$ cat config.mk
export PLATFORM = sky130hd
export DESIGN_NAME = next_pc_addr_unit_flat
export DESIGN_NICKNAME = d
export VERILOG_FILES = /design/src/rtl/mips_pkg.sv /design/src/rtl/next_pc_addr_unit_if.sv /design/src/rtl/addr_adder32.sv /design/src/rtl/next_pc_addr_unit.sv /design/src/flat_wrapper.sv
export SDC_FILE = /design/constraint.sdc
export NUM_CORES = 1
export LEC_CHECK = 0
export CAP_MARGIN = 40
export CORE_AREA = 2 2 117 141
export CTS_CLUSTER_DIAMETER = 150
export DETAILED_ROUTE_END_ITERATION = 7
export DIE_AREA = 0 0 119 143
export HOLD_SLACK_MARGIN = 0.06
export PLACE_DENSITY = 0.8
export REMOVE_ABC_BUFFERS = 1
export SLEW_MARGIN = 20
export SYNTH_ARGS = -nofsm -noshare
export SYNTH_HDL_FRONTEND = slang
export SYNTH_SLANG_ARGS = --single-unit
$ cat constraint.sdc
create_clock -name clock -period 3.3 [get_ports clock]
set_clock_uncertainty 0.1 [all_clocks]
set_input_delay 0.33 -clock clock [delete_from_list [all_inputs] [get_ports clock]]
set_output_delay 0.33 -clock clock [all_outputs]
set_load 0.01 [all_outputs]
$ cat src/rtl/mips_pkg.sv
// Shared constants and types for the MIPS fetch-stage address arithmetic.
package mips_pkg;

  localparam int XLEN           = 32;
  localparam int PC_INCR        = 4;
  localparam int JUMP_FIELD_MSB = 25;
  localparam int REGION_BITS    = 4;

  typedef logic [XLEN-1:0] word_t;

  typedef struct packed {
    word_t pc_plus4;
    word_t jump_addr;
    word_t branch_addr;
  } addr_snap_t;

endpackage

$ cat src/rtl/next_pc_addr_unit_if.sv
// Bus between the pc register/instruction memory side and the next-PC address unit.
interface next_pc_addr_unit_if;
  import mips_pkg::*;

  word_t curr_pc;
  word_t inst;
  word_t sign_ext_imm;
  logic  snap_en;

  word_t pc_plus4;
  word_t jump_addr;
  word_t branch_addr;
  word_t pc_plus4_q;
  word_t jump_addr_q;
  word_t branch_addr_q;

  modport master (
    output curr_pc, inst, sign_ext_imm, snap_en,
    input  pc_plus4, jump_addr, branch_addr,
    input  pc_plus4_q, jump_addr_q, branch_addr_q
  );

  modport slave (
    input  curr_pc, inst, sign_ext_imm, snap_en,
    output pc_plus4, jump_addr, branch_addr,
    output pc_plus4_q, jump_addr_q, branch_addr_q
  );

endinterface

$ cat src/rtl/addr_adder32.sv
// Plain 32-bit modulo adder; the carry-out is deliberately dropped.
module addr_adder32
  import mips_pkg::*;
(
  input  word_t a,
  input  word_t b,
  output word_t sum
);

  assign sum = a + b;

endmodule

$ cat src/rtl/next_pc_addr_unit.sv
// Fetch-stage PC+4, jump-target and branch-target formation, plus an
// enable-gated snapshot of all three addresses for debug/trace.
module next_pc_addr_unit
  import mips_pkg::*;
(
  input  logic                clock,
  input  logic                reset_n,
  next_pc_addr_unit_if.slave  bus
);

  word_t      pc_plus4;
  word_t      jump_addr;
  word_t      branch_offset;
  word_t      branch_addr;
  addr_snap_t snap_d;
  addr_snap_t snap_q;

  addr_adder32 u_pc_incr (
    .a   (bus.curr_pc),
    .b   (word_t'(PC_INCR)),
    .sum (pc_plus4)
  );

  // Region bits come from PC+4 so a jump in a region's last word lands in the next region.
  assign jump_addr = {pc_plus4[XLEN-1 -: REGION_BITS], bus.inst[JUMP_FIELD_MSB:0], 2'b00};

  // Top two immediate bits are redundant copies of bit 29 after sign extension.
  assign branch_offset = {bus.sign_ext_imm[XLEN-3:0], 2'b00};

  addr_adder32 u_branch_add (
    .a   (pc_plus4),
    .b   (branch_offset),
    .sum (branch_addr)
  );

  logic unused_bits;
  assign unused_bits = ^{bus.inst[XLEN-1:JUMP_FIELD_MSB+1], bus.sign_ext_imm[XLEN-1:XLEN-2]};

  // NOTE: default-assign first so every path writes snap_d; otherwise a latch is inferred.
  always_comb begin
    snap_d = snap_q;
    if (bus.snap_en) begin
      snap_d = '{pc_plus4: pc_plus4, jump_addr: jump_addr, branch_addr: branch_addr};
    end
  end

  // NOTE: non-blocking assignments for state so all flops update from pre-edge values.
  always_ff @(posedge clock) begin
    if (!reset_n) snap_q <= '0;
    else          snap_q <= snap_d;
  end

  assign bus.pc_plus4      = pc_plus4;
  assign bus.jump_addr     = jump_addr;
  assign bus.branch_addr   = branch_addr;
  assign bus.pc_plus4_q    = snap_q.pc_plus4;
  assign bus.jump_addr_q   = snap_q.jump_addr;
  assign bus.branch_addr_q = snap_q.branch_addr;

endmodule

$ cat src/flat_wrapper.sv
// flat-port wrapper written by rule: the top's interface ports become plain ports
module next_pc_addr_unit_flat import mips_pkg::*;
  (clock, reset_n, bus_curr_pc, bus_inst, bus_sign_ext_imm, bus_snap_en, bus_pc_plus4, bus_jump_addr, bus_branch_addr, bus_pc_plus4_q, bus_jump_addr_q, bus_branch_addr_q);
  next_pc_addr_unit_if bus_i ();
  input  logic clock;
  input  logic reset_n;
  input wire logic [$bits(bus_i.curr_pc)-1:0] bus_curr_pc;
  input wire logic [$bits(bus_i.inst)-1:0] bus_inst;
  input wire logic [$bits(bus_i.sign_ext_imm)-1:0] bus_sign_ext_imm;
  input wire logic [$bits(bus_i.snap_en)-1:0] bus_snap_en;
  output wire logic [$bits(bus_i.pc_plus4)-1:0] bus_pc_plus4;
  output wire logic [$bits(bus_i.jump_addr)-1:0] bus_jump_addr;
  output wire logic [$bits(bus_i.branch_addr)-1:0] bus_branch_addr;
  output wire logic [$bits(bus_i.pc_plus4_q)-1:0] bus_pc_plus4_q;
  output wire logic [$bits(bus_i.jump_addr_q)-1:0] bus_jump_addr_q;
  output wire logic [$bits(bus_i.branch_addr_q)-1:0] bus_branch_addr_q;
  assign bus_i.curr_pc = bus_curr_pc;
  assign bus_i.inst = bus_inst;
  assign bus_i.sign_ext_imm = bus_sign_ext_imm;
  assign bus_i.snap_en = bus_snap_en;
  assign bus_pc_plus4 = bus_i.pc_plus4;
  assign bus_jump_addr = bus_i.jump_addr;
  assign bus_branch_addr = bus_i.branch_addr;
  assign bus_pc_plus4_q = bus_i.pc_plus4_q;
  assign bus_jump_addr_q = bus_i.jump_addr_q;
  assign bus_branch_addr_q = bus_i.branch_addr_q;
  next_pc_addr_unit u_core (.clock(clock), .reset_n(reset_n), .bus(bus_i));
endmodule
==> impl_summary.md <==
Run status
The final reports fail on setup timing. The run finished, with violations left.

Power and ir drop
The share of total power consumed by net switching is between 30% and 40%. The internal power of the cells totals 2.91 mW. The clock network power share is 28.1%. The share of total power in combinational logic is 43.9%.

The share of total power dissipated in sequential elements is between 20% and 30%. For this design the ratio of total power to cell area is 371 nW/um^2. The net switching power of the design is between 1 and 1.5 mW.

The worst voltage drop across the vdd grid is roughly 0.28 mV. In this run the static leakage power is ~5.0 nW.

Yosys
The post-synth design cell area is 5670 um^2. After synthesis the netlist holds a flip-flop and latch count of 88. The cell count after synthesis came out at 690. The area share of the leading cell type in the synthesized netlist is 31.1%. Yosys attributes the largest share of cell area to dfxtp_1 31%, mux2i_1 9.4%, ha_1 7.3%, nor2_1 7.1%, buf_4 5.8%. In the synthesized netlist, the cells that appear most often are 107 x nor2_1, 88 x dfxtp_1, 53 x mux2i_1, 44 x buf_4, 44 x nand2_1. The most frequently used cell type in the post-synthesis netlist is nor2_1.

The biggest area consumer among synthesized cells is dfxtp_1. For this run, the number of Yosys warnings is 0. Among all flip-flop cells after synthesis, the most frequent one is dfxtp_1. The number of different library cells used by synthesis comes to 63.

The number of synthesized flops with an enable pin is 0. The synthesized area divided by synthesized cell count is 8.22 um^2. Of all flip-flops after synthesis, the portion carrying an async set or reset was 0%. Of the synthesized area, sequential elements account for 31.1%.

Floorplan
The starting density of the core is 36.4%. The x dimension of the die is ~120 um. The die height is between 100 and 150 um. The initialized floorplan defines 50 standard-cell rows. The standard cell core area is 15600 um^2.

The floorplan step defined a die boundary enclosing 17000 um^2. The number of top-level design ports is a little under 300.

Hold path
The classification of the worst-slack hold path is in2reg. The startpoint identified for the worst hold timing path is bus_curr_pc[2]. The sink of the worst hold path is u_core.bus.pc_plus4_q[2]. The number of cells traversed by the worst hold path is 3.

Worst setup path
At the worst endpoint, the required time is 2.87 ns. In this run the critical register-to-register path is captured at u_core.bus.branch_addr_q[31]. The worst setup path is captured at an output port.

Tracing the worst setup path back leads to its startpoint at bus_curr_pc[13]. The worst-case register-to-register setup slack is about 2.3 ns. The worst setup path is launched from an input pin. For the worst setup path, the data arrival time is roughly 3.4 ns. The launching point of the worst reg2reg path is u_core.bus.branch_addr_q[31]. The cell depth of the worst flop-to-flop path is 3. The kind of critical path is in2out. In this run the worst path has a maximum fanout of 6.

Finish
In the final layout, the multi-input gates occupy 4540 um^2. The total inserted antenna cells is 0. The number of filler instances in the final layout is 1008. The sequential standard cell area is roughly 1800 um^2. Of the cells placed in the final design, the portion with a size suffix greater than 1 is 38.4%. From synthesis to final layout, the design area changed by 103%.

The net count of the finished layout is roughly 1300.

CTS
The number of sinks driven by the clock tree is 88. The clock latency at the later pin of the worst-skew pair is 0.35 ns. Hold repair after CTS inserted 0 buffers. The longest clock path from root to sink contains 2 buffers. In this run, CTS created clock tree buffers numbering 9. The clock root buffer is clkbuf_16.

The level count of the clock H-tree is 3. After clock tree synthesis, the clock-pin slew on the worst setup and hold paths is 0.07 ns. TritonCTS built the clock tree.

Drt
The first TritonRoute pass finished after 5 iterations. The DRC violation count after routing is 0. The DRC marker count from the first detailed-route iteration is roughly 460.

Dividing the detail-routed wire length by the instance count gives approximately 20 um. The via count is 7095. The total wire length is 26500 um. Using the TritonRoute via totals, the vias-per-cell ratio works out to 5.24. Once detail routing completed, the nets flagged for antenna violations numbered 0.

STA
For the pin with the worst max-slew slack, the measured transition is 0.648 ns. The count of final hold-check violations is 0. Setup repair after global routing could not meet its margin everywhere.

Summed over all failing endpoints, the final setup total negative slack is -5.34 ns. The shortest period the worst path allows is about 3.8 ns. The final number of setup-violating endpoints is 19. The worst pin sits at a relative slew slack of 56.7%. Once routing completed, OpenROAD measured the worst setup slack at -0.476 ns. The final number of max-transition violations is 0. The final cycle utilization of the critical path is 114%. The top achievable clock speed is 265 MHz. The hold slack is 0.191 ns.

Placed design
The half-perimeter wire length of the detailed placement result is 17000 um. At the end of routability-driven placement, the weighted congestion stood at 0.921. The count of buffers from port buffering is 278.

Run
The tool flagged a number of max-cap violations equal to 0.

Global routing
The global routing usage summed across all routing layers is 27.1%. After global routing the overflow that remains totals 0. Entering global routing, the biggest net connects 31 pins. The first-pass GRT wire length is approximately 36000 um. The via count of the first global-routing pass is about 7100. The initial antenna violation count is 1.
-- power by group through the flow --
stage / sequential, mW / combinational [mW] / clock [mW]
after global placement: 1.21 / 1.52 / 0
after floorplan: 1.26 / 0.530 / 0
after detailed placement: 1.22 / 1.54 / 0
final: 1.20 / 1.88 / 1.20
after global routing: 1.21 / 1.98 / 1.28
after CTS: 1.19 / 1.67 / 1.22
-- layer usage --
metal  GRT usage (%)  wire, um
met1            29.6      9800
met2            48.6     13700
met3            7.39      1720
met4            13.0      1280
met5               0        13
-- worst max-delay path, cell delays in order --
cell and delay, ns:
dlygate4sd2_1 0.31, nand4_4 0.14, or3_4 0.39, nor2_4 0.11, buf_4 0.11, nand4_1 0.14, xnor2_2 0.34, ha_4 0.29
nor2b_1 0.15, o21ai_0 0.25, o21ai_0 0.16, a21o_1 0.23, nor2_2 0.12, xnor2_1 0.12, buf_2 0.14
-- cells by family after synthesis --
family          synth area share, %
other cells                  0.0661
fa+ha+maj                      7.63
mux                            9.35
flops                          31.1
xor+xnor                       8.32
compound gates                 13.3
buf+inv                        8.98
simple gates                   21.3
-- area by class of cell --
class,count,area share (%)
sequential,88,15.3
clock inverter,6,0.998
clock buffer,9,1.95
tap,208,2.26
inverter,13,0.423
timing repair buffer,517,39.7
multi-input combinational,514,39.3
-- worst max path at each step --
stage | endpoint | slack [ns] | cells after the start
after floorplan | bus_branch_addr[30] | -0.33 | 12
after global placement | bus_branch_addr[28] | -1.47 | 17
after detailed placement | bus_branch_addr[28] | -1.51 | 17
after CTS | bus_branch_addr[31] | -0.31 | 18
after global routing | bus_branch_addr[31] | -0.56 | 16
final | bus_branch_addr[28] | -0.48 | 15
-- state kept, by name, summed over array words and instances, names as in the netlist --
name / flops
u_core.bus.pc_plus4_q: 30
u_core.bus.jump_addr_q: 26
u_core.bus.branch_addr_q: 32
-- layout by cell type, fill, tap and decap left out, types with 11 or more instances in the layout --
| master | instances |
|---|---|
| nand2_1 | 37 |
| a21o_1 | 11 |
| nor2_1 | 99 |
| nand3_1 | 18 |
| nor3_1 | 15 |
| ha_4 | 21 |
| buf_6 | 29 |
| nand4_1 | 13 |
| buf_2 | 19 |
| mux2i_1 | 53 |
| xnor2_1 | 12 |
| ha_1 | 11 |
| a21oi_1 | 21 |
| dfxtp_1 | 88 |
| xnor2_2 | 16 |
| clkdlybuf4s50_1 | 233 |
| buf_4 | 216 |
-- per-stage QoR --
stage | area (um^2) | total power, mW | util (%) | setup slack (ns) | instances
2_1_floorplan | 5220 | 1.79 | - | -0.328 | 615
3_3_place_gp | 9640 | 2.73 | 61.9 | -1.47 | 1285
3_5_place_dp | 9640 | 2.76 | 61.9 | -1.51 | 1285
4_1_cts | 10800 | 4.09 | 69.5 | -0.311 | 1331
5_1_grt | 11500 | 4.46 | 74.0 | -0.560 | 1355
6_report | 11500 | 4.28 | 74.0 | -0.476 | 1355
-- repair_timing --
item / in CTS / in global routing
endpoints found under the setup margin: 59 / 26
resized for setup: 269 / 99
setup buffers: 35 / 25
pin swaps: 86 / 60
Power figures use the tool's default switching activity.
